### config.mk
export PLATFORM = sky130hd
export DESIGN_NAME = param_seq_alu
export DESIGN_NICKNAME = d
export VERILOG_FILES = /design/src/rtl/param_seq_alu.sv
export SDC_FILE = /design/constraint.sdc
export NUM_CORES = 1
export LEC_CHECK = 0
export CAP_MARGIN = 20
export CORE_MARGIN = 8
export CORE_UTILIZATION = 55
export CTS_BUF_LIST = sky130_fd_sc_hd__clkbuf_8
export DETAILED_ROUTE_END_ITERATION = 10
export PLACE_DENSITY = 0.79
export SETUP_SLACK_MARGIN = 0.02
export SLEW_MARGIN = 5
export SYNTH_ARGS = -nofsm -noshare
export SYNTH_HDL_FRONTEND = slang
export SYNTH_SLANG_ARGS = --single-unit
### constraint.sdc
create_clock -name clk -period 2.45 [get_ports clk]
set_input_delay 0.49 -clock clk [delete_from_list [all_inputs] [get_ports clk]]
set_output_delay 0.49 -clock clk [all_outputs]
set_load 0.05 [all_outputs]
### src/rtl/param_seq_alu.sv
// param_seq_alu: multicycle add/sub, signed Booth multiply and non-restoring divide at WIDTH bits.
// Define SIGNED_DIV_EN to make divide two's complement (adds the DIV_FIX state).
module param_seq_alu #(
    parameter int WIDTH = 8
) (
    input  logic             clk,
    input  logic             reset,
    input  logic             begin_op,
    input  logic [1:0]       opcode,
    input  logic [WIDTH-1:0] a,
    input  logic [WIDTH-1:0] b,
    output logic [WIDTH-1:0] result_lo,
    output logic [WIDTH-1:0] result_hi,
    output logic             overflow,
    output logic             div_by_zero,
    output logic             busy,
    output logic             alu_done
);
    localparam int CNT_W = $clog2(WIDTH + 1);
    // Two guard bits keep the Booth accumulator and the shifted remainder sign-correct.
    localparam int AW = WIDTH + 2;
`ifdef SIGNED_DIV_EN
    localparam int NS = 11;
`else
    localparam int NS = 10;
`endif

    typedef enum logic [NS-1:0] {
        IDLE      = NS'(1),
        ARITH     = NS'(2),
        MUL_LOAD  = NS'(4),
        MUL_OP    = NS'(8),
        MUL_SHIFT = NS'(16),
        DIV_LOAD  = NS'(32),
        DIV_SHIFT = NS'(64),
        DIV_OP    = NS'(128),
        DIV_FINAL = NS'(256),
        DONE      = NS'(512)
`ifdef SIGNED_DIV_EN
        , DIV_FIX = NS'(1024)
`endif
    } state_t;

    state_t state_q, state_d;
    logic [WIDTH-1:0] a_q, a_d, b_q, b_d, q_q, q_d, lo_q, lo_d, hi_q, hi_d;
    logic [AW-1:0] acc_q, acc_d, m_q, m_d;
    logic [CNT_W-1:0] cnt_q, cnt_d;
    logic sub_q, sub_d, qm1_q, qm1_d, ovf_q, ovf_d, dbz_q, dbz_d;
    logic [WIDTH-1:0] b_eff, sum;
`ifdef SIGNED_DIV_EN
    logic neg_a_q, neg_a_d, neg_b_q, neg_b_d;
`endif

    always_comb begin
        state_d = state_q;
        a_d = a_q;
        b_d = b_q;
        q_d = q_q;
        lo_d = lo_q;
        hi_d = hi_q;
        acc_d = acc_q;
        m_d = m_q;
        cnt_d = cnt_q;
        sub_d = sub_q;
        qm1_d = qm1_q;
        ovf_d = ovf_q;
        dbz_d = dbz_q;
`ifdef SIGNED_DIV_EN
        neg_a_d = neg_a_q;
        neg_b_d = neg_b_q;
`endif
        b_eff = sub_q ? ~b_q : b_q;
        sum = a_q + b_eff + {{(WIDTH-1){1'b0}}, sub_q};
        unique case (state_q)
            IDLE: if (begin_op) begin
                a_d = a;
                b_d = b;
                sub_d = opcode[0];
                ovf_d = 1'b0;
                dbz_d = 1'b0;
                state_d = opcode[1] ? (opcode[0] ? DIV_LOAD : MUL_LOAD) : ARITH;
            end
            ARITH: begin
                lo_d = sum;
                hi_d = '0;
                ovf_d = (a_q[WIDTH-1] == b_eff[WIDTH-1]) && (sum[WIDTH-1] != a_q[WIDTH-1]);
                state_d = DONE;
            end
            MUL_LOAD: begin
                acc_d = '0;
                q_d = a_q;
                qm1_d = 1'b0;
                m_d = {{2{b_q[WIDTH-1]}}, b_q};
                cnt_d = CNT_W'(WIDTH);
                state_d = MUL_OP;
            end
            MUL_OP: begin
                acc_d = ({q_q[0], qm1_q} == 2'b01) ? acc_q + m_q :
                        ({q_q[0], qm1_q} == 2'b10) ? acc_q - m_q : acc_q;
                state_d = MUL_SHIFT;
            end
            MUL_SHIFT: begin
                acc_d = {acc_q[AW-1], acc_q[AW-1:1]};
                q_d = {acc_q[0], q_q[WIDTH-1:1]};
                qm1_d = q_q[0];
                cnt_d = cnt_q - CNT_W'(1);
                state_d = (cnt_d == '0) ? DONE : MUL_OP;
                if (cnt_d == '0) begin
                    lo_d = q_d;
                    hi_d = acc_d[WIDTH-1:0];
                end
            end
            DIV_LOAD: if (b_q == '0) begin
                lo_d = '1;
                hi_d = a_q;
                dbz_d = 1'b1;
                state_d = DONE;
            end else begin
                acc_d = '0;
                cnt_d = CNT_W'(WIDTH);
`ifdef SIGNED_DIV_EN
                q_d = a_q[WIDTH-1] ? -a_q : a_q;
                m_d = {2'b00, (b_q[WIDTH-1] ? -b_q : b_q)};
                neg_a_d = a_q[WIDTH-1];
                neg_b_d = b_q[WIDTH-1];
`else
                q_d = a_q;
                m_d = {2'b00, b_q};
`endif
                state_d = DIV_SHIFT;
            end
            DIV_SHIFT: begin
                acc_d = {acc_q[AW-2:0], q_q[WIDTH-1]};
                q_d = {q_q[WIDTH-2:0], 1'b0};
                state_d = DIV_OP;
            end
            DIV_OP: begin
                acc_d = acc_q[AW-1] ? acc_q + m_q : acc_q - m_q;
                q_d = {q_q[WIDTH-1:1], ~acc_d[AW-1]};
                cnt_d = cnt_q - CNT_W'(1);
                state_d = (cnt_d == '0) ? DIV_FINAL : DIV_SHIFT;
            end
            DIV_FINAL: begin
                acc_d = acc_q[AW-1] ? acc_q + m_q : acc_q;
`ifdef SIGNED_DIV_EN
                state_d = DIV_FIX;
`else
                lo_d = q_q;
                hi_d = acc_d[WIDTH-1:0];
                state_d = DONE;
`endif
            end
`ifdef SIGNED_DIV_EN
            DIV_FIX: begin
                lo_d = (neg_a_q ^ neg_b_q) ? -q_q : q_q;
                hi_d = neg_a_q ? -acc_q[WIDTH-1:0] : acc_q[WIDTH-1:0];
                state_d = DONE;
            end
`endif
            DONE: state_d = IDLE;
            default: state_d = IDLE;
        endcase
    end

    always_ff @(posedge clk) begin
        if (reset) begin
            state_q <= IDLE;
            a_q <= '0;
            b_q <= '0;
            q_q <= '0;
            lo_q <= '0;
            hi_q <= '0;
            acc_q <= '0;
            m_q <= '0;
            cnt_q <= '0;
            sub_q <= 1'b0;
            qm1_q <= 1'b0;
            ovf_q <= 1'b0;
            dbz_q <= 1'b0;
`ifdef SIGNED_DIV_EN
            neg_a_q <= 1'b0;
            neg_b_q <= 1'b0;
`endif
        end else begin
            state_q <= state_d;
            a_q <= a_d;
            b_q <= b_d;
            q_q <= q_d;
            lo_q <= lo_d;
            hi_q <= hi_d;
            acc_q <= acc_d;
            m_q <= m_d;
            cnt_q <= cnt_d;
            sub_q <= sub_d;
            qm1_q <= qm1_d;
            ovf_q <= ovf_d;
            dbz_q <= dbz_d;
`ifdef SIGNED_DIV_EN
            neg_a_q <= neg_a_d;
            neg_b_q <= neg_b_d;
`endif
        end
    end

    assign result_lo = lo_q;
    assign result_hi = hi_q;
    assign overflow = ovf_q;
    assign div_by_zero = dbz_q;
    assign busy = state_q != IDLE;
    assign alu_done = state_q == DONE;
endmodule

# Word-level counts from Yosys, hierarchy flattened

Cells that the tools add are included.

Flip-flop bits (word level): 78
Logic and storage cells: 103
Output and inout bits: 20
Input bits: 21

Add/subtract/negate cells: 5
Reductions and logical operators: 26
Muxes and demuxes: 31
Bitwise gates (word level): 4
Equal/unequal tests: 21

Operators by type and width:

| kind                                                 | number |
|---|---|
| two-way mux 10 bit                                   | 9 |
| one-hot mux 10 bit (8 select lines)                  | 1 |
| one-hot mux 10 bit (7 select lines)                  | 1 |
| one-hot mux 8 bit (4 select lines)                   | 2 |
| two-way mux 8 bit                                    | 6 |
| one-hot mux 8 bit (5 select lines)                   | 1 |
| one-hot mux 10 bit (2 select lines)                  | 1 |
| two-way mux 6 bit                                    | 2 |
| one-hot mux 4 bit (3 select lines)                   | 1 |
| AND reduction 3 bit                                  | 4 |
| adder 10 bit                                         | 1 |
| equality test 10 x 1 -> 1 bit, second input constant | 1 |
| equality test 10 bit, second input constant          | 1 |
| equality test 10 x 2 -> 1 bit, second input constant | 1 |
| equality test 10 x 3 -> 1 bit, second input constant | 1 |
| equality test 10 x 4 -> 1 bit, second input constant | 1 |
| equality test 10 x 5 -> 1 bit, second input constant | 1 |
| equality test 10 x 6 -> 1 bit, second input constant | 1 |
| equality test 10 x 7 -> 1 bit, second input constant | 1 |
| equality test 10 x 8 -> 1 bit, second input constant | 1 |
| equality test 10 x 9 -> 1 bit, second input constant | 1 |
| != test 10 x 1 -> 1 bit, second input constant       | 1 |
| != test 2 bit, second input constant                 | 5 |
| AND reduction 2 bit                                  | 5 |
| other kinds (26)                                     | 37 |

# Logic depth before layout (Yosys ltp)

Gate-level depths: netlist of run 1.

Depth after elaboration: 7
Gate-level depth with buffers: 12
Depth with buffers taken out: 11

# Worst setup path after synthesis of run 1

Ideal clock, no wire load.

Path kind: reg-to-output
From: register state_q[3]
To: output port alu_done
Setup slack: -100 ps
Buffers on the path: 0
Arrival time: 2060 ps
Cell stages (with the launch flop): 4
Required time: 1960 ps
Path through: dfxtp_1 -> nor4_2 -> nand3_1 -> nor3b_1

Longest elaborated chain between the ends: 1

Ends and longest elaborated chain:

| item                     | RTL line | RTL |
|---|---|---|
| start: declaration       | 44       | `state_t state_q, state_d;` |
| start signal: assignment | 185      | `state_q <= state_d;` |
| equality test 10 bit     | 210      | `assign alu_done = state_q == DONE;` |
| end: declaration         | 17       | `output logic alu_done` |

Every way passes these cells.

# Final worst setup path of run 1

From: register state_q[9]
To: register acc_q[9]

Longest elaborated chain between the ends: 3

Ends and longest elaborated chain:

| item                                                        | RTL line | RTL |
|---|---|---|
| equality test 10 x 6 -> 1 bit (tied with other cells)       | 74       | `unique case (state_q)` |
| nonzero test 6 bit (no source line) (tied with other cells) | n/a      |  |
| AND reduction 4 bit (no source line)                        | n/a      |  |
| end signal: assignment                                      | 173      | `acc_q <= '0;` |
| end signal: assignment                                      | 191      | `acc_q <= acc_d;` |
| end: declaration                                            | 46       | `logic [AW-1:0] acc_q, acc_d, m_q, m_d;` |

Several ways; a longest one is shown, not always the timed one.
A chain may end at the register's enable or synchronous reset.

==> results of run 1 <==
==> worst max-delay path, cell delays in order, from the launching register on <==
cell and delay, ps:
dfxtp_1 330, or3_4 420, or4_1 670, nor2_1 320, o21ai_0 130, mux2_2 280, a22oi_1 170
==> cell usage after synthesis, drive strengths merged, types with 12 or more instances <==
master / count
clkbuf: 30
ha: 27
a221oi: 12
nand2: 90
a22oi: 13
o21ai: 16
nor2: 68
nor3: 18
mux2i: 13
a21oi: 75
dfxtp: 77
xnor2: 19
inv: 25
xor2: 14
a311oi: 13
==> final cells by class <==
| class | instances | area [sq um] |
|---|---|---|
| sequential | 77 | 1546 |
| multi-input combinational | 505 | 3388 |
| fill | 687 | 2446 |
| clock buffer | 10 | 137.6 |
| timing repair buffer | 103 | 888.4 |
| inverter | 26 | 97.59 |
| clock inverter | 5 | 123.9 |
| tap | 108 | 135.1 |
==> sequential cells by signal, summed over array words and instances (netlist names), 4 cells and up <==
name and cells:
a_q 8, acc_q 10, b_q 8, cnt_q 4
m_q 9, q_q 8, result_hi 8, result_lo 8
state_q 10
==> worst max path at each step <==
stage	slack, ps	to	startpoint
3_3_place_gp	100	acc_q[9]$_SDFFE_PP0P_	m_q[5]$_SDFFE_PP0P_
3_5_place_dp	-0.4	result_hi[6]$_SDFFE_PP0P_	acc_q[0]$_SDFFE_PP0P_
4_1_cts	20	result_hi[6]$_SDFFE_PP0P_	m_q[0]$_SDFFE_PP0P_
5_1_grt	-40	acc_q[9]$_SDFFE_PP0P_	m_q[1]$_SDFFE_PP0P_
6_report	50	acc_q[9]$_SDFFE_PP0P_	state_q[9]$_SDFFE_PP0P_
2_1_floorplan	70	acc_q[9]$_SDFFE_PP0P_	acc_q[5]$_SDFFE_PP0P_
==> metrics by stage <==
step	util (%)	hold WS [ps]	instances
finish	72.09	481.3	834
global route	72.09	500.7	834
CTS	69.95	480.3	830
detailed placement	66.90	463.7	815
global placement	66.90	459.6	815
floorplan	-	464.3	641
==> kinds of logic (layout without fill, tap and decap cells) <==
group                      Yosys count  after routing  synth area share (%)
buffers and inverters               59            144                 4.543
adders and majority gates           30             30                 7.982
xor gates and xnor gates            33             33                 5.798
and+or+nand+nor                    243            243                 23.44
muxes                               14             14                 2.836
AOI/OAI and AO/OA                  185            185                 24.47
DFF                                 77             77                 30.92
==> metal layers <==
metal	GRT usage [%]	vias to the layer above	routed length [um]
met5	0	-	0
met4	8.889	0	408
met3	4.491	43	1036
met2	39.43	228	7392
met1	28.36	2376	6449
li1	-	2460	-
==> power by group through the flow <==
stage / combinational (W) / clock, W / sequential [W]
6_report: 0.000516 / 0.00128 / 0.00133
3_3_place_gp: 0.000473 / 0 / 0.00136
2_1_floorplan: 0.000317 / 0 / 0.00136
3_5_place_dp: 0.000493 / 0 / 0.00136
5_1_grt: 0.000566 / 0.00134 / 0.00134
4_1_cts: 0.000498 / 0.00128 / 0.00133
==> what timing repair did <==
item / 4_1_cts / 5_1_grt
endpoints found under the setup margin: 2 / 22
pin swaps: 0 / 10
resized for setup: 2 / 35
buffers inserted: 0 / 4
==> results_dict.tcl, run 1 <==
set metrics [dict create \
    worstHoldPathType "reg -> reg" \
    synth_fp_nets 692 \
    cts_buffer_depth 2 \
    yosys_warnings 0 \
    ys_ff_latch 77 \
    regToRegStartpoint "state_q[9]$_SDFFE_PP0P_" \
    cts_buffers 9 \
    finalSetupTns_ps 0 \
    syn_inst 641 \
    tightest_slew_ps 546.7 \
    port-buffer-count 40 \
    wirelength_um 15290 \
    combPwrFrac_pct 16.5 \
    synth_edf_count 0 \
    finalWeightedCongestion 0.9836 \
    final_cell_mix "nand2_1 (90), dfxtp_1 (73), a21oi_1 (70)" \
    cts_max_level 3 \
    syn_area_per_cell_sq_um 7.777 \
    syn_area_sq_um 4985 \
    die_x_um 111.2 \
    route.vias.total 5107 \
    hold_violations 0 \
    viasPerCell 6.124 \
    switchingPower_w 0.0008174 \
    reg2regPathDepth 6 \
    critPathMaxFanout 5 \
    root_buffer "clkbuf_8" \
    synth_top_area_share_pct 30.92 \
    max_cap_violations 0 \
    postLayoutCellArea_sq_um 6317 \
    end_kind "flip-flop" \
    wire_per_inst_um 18.33 \
    peakVddDrop_mv 0.4800 \
    area_growth_pct 26.73 \
    final.period_utilization_pct 97.95 \
    grt_setup_unrepaired "true" \
    fin_nets 773 \
    fin_skew_ps 12.72 \
    p_clk_share_pct 41.0 \
    r2r_setup_slack_ps 50 \
    grt_pass1_vias 4913 \
    pre_cts_ws_ps -0.4345 \
    grt_pass1_wl_um 24170 \
    layout-drive-gt1-share_pct 17.08 \
    drt_iter0_drc 533 \
    hpwl_um 11480 \
    postLayoutSetupSlackWorst_ps 50.22 \
    reg2reg_to "acc_q[9]$_SDFFE_PP0P_" \
    cts.sinks 77 \
    crit_required_ps 2730 \
    grt_start_max_net_pins 35 \
    clock_latency_ps 350 \
    dominantRegCellSynth "dfxtp_1" \
    worstPathArrival_ps 2680 \
    powerDensity_nw_per_um2 495.5 \
    setup_viol 0 \
    track_usage_pct 23.32 \
    dieArea_sq_um 12370 \
    placed_cell_area_sq_um 5863 \
    final_common_cell "nand2_1" \
    holdPathStages 2 \
    die_h_um 111.2 \
    antenna_found_initial 0 \
    status "complete, no violations" \
    power_report.internal_total_w 0.002313 \
    period_needed_ps 2400 \
    hold_end "result_hi[5]$_SDFFE_PP0P_" \
    diodes 0 \
    startpoint_type "flip-flop" \
    drt_first_pass_iters 5 \
    clk_transition_reported_paths_ps 90 \
    max_slew_margin_pct 63.55 \
    rows 34 \
    synth_area_leaders "dfxtp_1 (31%), a21oi_1 (7.5%), ha_1 (6.8%)" \
    cts_tree "yes" \
    yosysTopAreaCell "dfxtp_1" \
    max_freq_mhz 416.7 \
    worstSetupPathType "reg -> reg" \
    gr-total-overflow 0 \
    seq_area_frac_synth_pct 30.92 \
    pwr-share-seq_pct 42.5 \
    start_util_pct 56.88 \
    p_leak_nw 2.434 \
    p_total_w 0.003130 \
    core_sq_um 8763 \
    slew_violations 0 \
    switching_share_pct 26.11 \
    pin_count 41 \
    synthDistinctLibCells 60 \
    post-route-drc-count 0 \
    async_flop_share_pct 0 \
    min_from "result_hi[5]$_SDFFE_PP0P_" \
    drt.antenna.violating_nets 0 \
    cts_hold_buf 0 \
]
Note: power is estimated with default switching activity, not from simulation.
==> run 2, diff against run 1 <==
REMOVE_ABC_BUFFERS = 1   (was default)
==> results_dict.tcl, run 2 (synthesis results as in run 1) <==
set metrics [dict create \
    cts_max_level 3 \
    cp_cell_sequence "inv_1, ha_1, nor2b_1, o21a_1, o21a_1, o21ai_1, nand2b_1, xnor2_1, a221oi_1, a311oi_1" \
    root_buffer "clkbuf_8" \
    nFillCells 704 \
    p_total_w 0.002925 \
    hpwl_um 11480 \
    crit_family "compound AO/OA/AOI/OAI gates" \
    pre_cts_ws_ps -15.24 \
    cts_buffer_depth 2 \
    finalWeightedCongestion 0.9390 \
    wirelength_um 15330 \
    slew_violations 0 \
    area_growth_pct 25.00 \
    drt_first_pass_iters 7 \
    worst_hold_slack_ps 465.4 \
    drt.antenna.violating_nets 0 \
    p_leak_nw 2.396 \
    status "complete, no violations" \
    powerDensity_nw_per_um2 469.4 \
    worstPathArrival_ps 2540 \
    startpoint_type "flip-flop" \
    seq_area_sq_um 1548 \
    worstHoldPathType "reg -> reg" \
    grt_pass1_vias 5122 \
    layout-drive-gt1-share_pct 16.34 \
    max_freq_mhz 427.3 \
    tightest_slew_ps 780.2 \
    drt_iter0_drc 589 \
    period_needed_ps 2340 \
    postLayoutCellArea_sq_um 6231 \
    cts_buffers 9 \
    max_slew_margin_pct 47.99 \
    crit_path_top_delay_cell "ha_1" \
    final_util_pct 71.10 \
    multiInputGateArea_sq_um 3373 \
    postLayoutSetupSlackWorst_ps 109.8 \
    worstPathBufferInverterCount 1 \
    grt_start_max_net_pins 37 \
    post-route-drc-count 0 \
    critPathMaxFanout 7 \
    r2r_setup_slack_ps 110 \
    top_regs "acc_q (10), state_q (10), m_q (9)" \
    placed_cell_area_sq_um 5829 \
    max_stage_delay_ps 390 \
    cts_hold_buf 0 \
    pin_count 41 \
    clock_latency_ps 360 \
    grtUsageMet3_pct 4.329 \
    gr-usage-met1_pct 29.67 \
    final_common_cell "nand2_1" \
    final_cell_mix "nand2_1 (90), a21oi_1 (73), dfxtp_1 (72)" \
    gr-total-overflow 0 \
    max_cap_violations 0 \
    die_h_um 111.2 \
    fin_nets 769 \
    dieArea_sq_um 12370 \
    grt_pass1_wl_um 24870 \
    setup_viol 0 \
    start_util_pct 56.88 \
    diodes 0 \
    route.vias.total 5211 \
    track_usage_pct 23.70 \
    crit_required_ps 2650 \
    core_sq_um 8763 \
    cp_common_cell "o21a_1" \
    clk_transition_reported_paths_ps 80 \
    rows 34 \
    cts.sinks 77 \
    wire_per_inst_um 18.47 \
    use_met2_pct 38.88 \
    hold_violations 0 \
    antenna_found_initial 0 \
    fin_skew_ps 13.77 \
    final.period_utilization_pct 95.52 \
    peakVddDrop_mv 0.3912 \
    cts_tree "yes" \
    port-buffer-count 40 \
    end_kind "flip-flop" \
    top_usage_layer "met2" \
    viasPerCell 6.278 \
    die_x_um 111.2 \
    worstSetupPathType "reg -> reg" \
]
## run 2: cell types whose count changed in the layout (fill, tap and decap cells not counted), moves of 3 or more
cell	change
buf_4	-6
a21oi_1	+3
a211oi_1	+4
a211oi_2	-4
a21oi_2	-3
## run 2: path summary, 6_finish.rpt
kind | startpoint | endpoint | cells past startpoint
min reg2reg | result_lo[7]$_SDFFE_PP0P_ | result_lo[7]$_SDFFE_PP0P_ | 2
min | result_lo[7]$_SDFFE_PP0P_ | result_lo[7]$_SDFFE_PP0P_ | 2
max reg2reg | m_q[2]$_SDFFE_PP0P_ | acc_q[6]$_SDFFE_PP0P_ | 10
max | m_q[2]$_SDFFE_PP0P_ | acc_q[6]$_SDFFE_PP0P_ | 10
## run 2: final cells by class
| type | count | area share (%) |
|---|---|---|
| multi-input cells | 505 | 54.14 |
| flip-flops and latches | 77 | 24.84 |
| repair buffers | 99 | 13.82 |
| well taps | 108 | 2.169 |
| clock buffers | 9 | 1.988 |
| inverters | 26 | 1.627 |
| clock inverters | 6 | 1.426 |
## run 2: metrics by stage
| step | setup TNS (ps) | cells |
|---|---|---|
| after floorplan | -27160 | 608 |
| after global placement | 0 | 814 |
| after detailed placement | -26.44 | 814 |
| after CTS | 0 | 830 |
| after global routing | -8.823 | 830 |
| final | 0 | 830 |
## run 2: what timing repair did
item	CTS	global route
pin swaps	2	4
gates resized for setup	4	37
endpoints found under the setup margin	11	42
hold endpoints to repair	0	0
buffers inserted	1	0
## run 2: per-layer routing
layer | share of wire, % | vias to the layer above | routed length (um)
li1 | - | 2456 | -
met1 | 42 | 2459 | 6427
met2 | 47 | 263 | 7271
met3 | 8.5 | 33 | 1308
met4 | 2.1 | 0 | 326
met5 | 0 | - | 0
## run 2: report_power, final
part           internal (W)  switching (W)  total, W
sequential          0.00129      0.0000438   0.00133
combinational      0.000226       0.000296  0.000522
clock              0.000570       0.000501   0.00107
total               0.00208       0.000841   0.00292
## run 2: worst reg2reg max path: stages, from the launching register on
cell	delay (ps)
dfxtp_1	340
inv_1	50
ha_1	390
nor2b_1	190
o21a_1	180
o21a_1	200
o21ai_1	200
nand2b_1	100
xnor2_1	140
a221oi_1	290
a311oi_1	130
==> run 3, diff against run 2 <==
CORE_MARGIN = default   (was 8)
CTS_BUF_LIST = sky130_fd_sc_hd__clkbuf_2 sky130_fd_sc_hd__clkbuf_4 sky130_fd_sc_hd__clkbuf_8   (was sky130_fd_sc_hd__clkbuf_8)
==> results_dict.tcl, run 3 (synthesis results as in run 1) <==
set metrics [dict create \
    status "complete, no violations" \
    combPwrFrac_pct 18.6 \
    hold_end "result_hi[5]$_SDFFE_PP0P_" \
    r2r_setup_slack_ps 70 \
    viasPerCell 6.238 \
    cts_tree "yes" \
    final_common_cell "nand2_1" \
    cts_hold_buf 0 \
    route.vias.total 5265 \
    setup_viol 0 \
    diodes 0 \
    pin_count 41 \
    drt.antenna.violating_nets 0 \
    antenna_found_initial 0 \
    die_x_um 97.20 \
    cts.sinks 77 \
    startpoint_type "flip-flop" \
    regToRegStartpoint "m_q[3]$_SDFFE_PP0P_" \
    top_regs "acc_q (10), state_q (10), m_q (9)" \
    grt_pass1_wl_um 23850 \
    hpwl_um 11100 \
    dieArea_sq_um 9448 \
    peakVddDrop_mv 0.3816 \
    root_buffer "clkbuf_8" \
    finalWeightedCongestion 0.9798 \
    wirelength_um 15060 \
    drt_first_pass_iters 5 \
    end_kind "flip-flop" \
    grt_setup_unrepaired "true" \
    crit_required_ps 2670 \
    cts_buffer_depth 2 \
    worstHoldPathType "reg -> reg" \
    power_report.internal_total_w 0.002017 \
    max_cap_violations 0 \
    hold_violations 0 \
    drt_iter0_drc 455 \
    p_clk_share_pct 34.7 \
    nFillCells 677 \
    fin_skew_ps 15.43 \
    pre_cts_ws_ps -61.84 \
    tightest_slew_ps 743.3 \
    core_sq_um 8763 \
    switching_share_pct 29.24 \
    fin_nets 783 \
    p_leak_nw 2.444 \
    reg2regPathDepth 11 \
    holdPathStages 2 \
    grt_start_max_net_pins 38 \
    final_cell_mix "nand2_1 (90), dfxtp_1 (73), a21oi_1 (71), buf_4 (71), nor2_1 (67)" \
    post-route-drc-count 0 \
    worstSetupPathType "reg -> reg" \
    period_needed_ps 2378 \
    slew_violations 0 \
    min_from "result_hi[5]$_SDFFE_PP0P_" \
    max_slew_margin_pct 50.07 \
    layout-drive-gt1-share_pct 17.93 \
    switchingPower_w 0.0008335 \
    die_h_um 97.20 \
    pwr-share-seq_pct 46.7 \
    multiInputGateArea_sq_um 3364 \
    postLayoutSetupSlackWorst_ps 72.37 \
    port-buffer-count 40 \
    worstPathArrival_ps 2600 \
    clock_latency_ps 360 \
    final.period_utilization_pct 97.05 \
    critPathMaxFanout 7 \
    grt_pass1_vias 4957 \
    area_growth_pct 26.73 \
    reg2reg_to "result_hi[6]$_SDFFE_PP0P_" \
    worst_hold_slack_ps 458.0 \
    wire_per_inst_um 17.85 \
    rows 34 \
    clk_transition_reported_paths_ps 80 \
    track_usage_pct 31.14 \
    powerDensity_nw_per_um2 451.2 \
    cts_buffers 9 \
    max_freq_mhz 420.6 \
    gr-total-overflow 0 \
    start_util_pct 56.88 \
    seq_area_sq_um 1546 \
    cts_max_level 3 \
]
[run 3: changes by cell type in the layout (fill, tap and decap cells not counted), moves of 2 or more]
cell / previous run / this run
buf_4: 57 / 71
a211oi_2: 0 / 2
a21oi_1: 73 / 71
a211oi_1: 10 / 8
fa_1: 0 / 2
fa_2: 3 / 1
a21oi_2: 2 / 4
[run 3: metal layers]
layer | up-vias | global-route usage, % | part of all wire, %
li1 | 2487 | - | -
met1 | 2472 | 40.27 | 41
met2 | 270 | 52.44 | 48
met3 | 36 | 5.180 | 8.4
met4 | 0 | 10.68 | 2.4
met5 | - | 0 | 0
[run 3: final cells by class]
| type | instances | share of cell area, % |
|---|---|---|
| Sequential cell | 77 | 24.48 |
| Multi-Input combinational cell | 505 | 53.26 |
| Clock inverter | 5 | 0.9705 |
| Timing Repair Buffer | 113 | 15.43 |
| Inverter | 26 | 1.545 |
| Tap cell | 108 | 2.139 |
| Clock buffer | 10 | 2.179 |
[run 3: critical path, cell delays in order (launching register included)]
cell       delay, ps
dfxtp_1          370
inv_1             70
ha_2             400
nor3_1            80
a2111oi_1        420
buf_4            200
xnor2_2          130
a211oi_2         110
a21oi_1          210
a21oi_1          100
a21oi_1          120
nor2_1            50
[run 3: how the worst max path moves through the flow]
stage / startpoint / end / slack [ps] / depth (start not counted)
6_report: m_q[3]$_SDFFE_PP0P_ / result_hi[6]$_SDFFE_PP0P_ / 70 / 11
5_1_grt: state_q[5]$_SDFFE_PP0P_ / acc_q[7]$_SDFFE_PP0P_ / -20 / 7
4_1_cts: state_q[0]$_SDFFE_PP1P_ / acc_q[8]$_SDFFE_PP0P_ / 20 / 8
3_5_place_dp: m_q[4]$_SDFFE_PP0P_ / acc_q[9]$_SDFFE_PP0P_ / -60 / 10
3_3_place_gp: m_q[4]$_SDFFE_PP0P_ / acc_q[9]$_SDFFE_PP0P_ / 30 / 10
2_1_floorplan: state_q[0]$_SDFFE_PP1P_ / result_lo[6]$_SDFFE_PP0P_ / -860 / 7
[run 3: per-stage QoR]
| stage | TNS [ps] | std cells | power (W) | util (%) | cell area [sq um] |
|---|---|---|---|---|---|
| 2_1_floorplan | -27160 | 608 | 0.001654 | - | 4856 |
| 3_3_place_gp | 0 | 823 | 0.001833 | 67.43 | 5909 |
| 3_5_place_dp | -61.84 | 823 | 0.001851 | 67.43 | 5909 |
| 4_1_cts | 0 | 838 | 0.002826 | 70.10 | 6143 |
| 5_1_grt | -46.85 | 844 | 0.002959 | 72.09 | 6317 |
| 6_report | 0 | 844 | 0.002850 | 72.09 | 6317 |
[run 3: power by group through the flow]
stage / sequential [W] / combinational [W] / clock (W)
floorplan: 0.00136 / 0.000291 / 0
detailed placement: 0.00136 / 0.000494 / 0
finish: 0.00133 / 0.000530 / 0.000988
CTS: 0.00133 / 0.000502 / 0.000996
global placement: 0.00135 / 0.000478 / 0
global route: 0.00134 / 0.000580 / 0.00104
[run 3: what timing repair did]
item	CTS	global route
buffers inserted	0	6
endpoints found under the setup margin	3	34
pin swaps	2	12
gates resized for setup	6	31
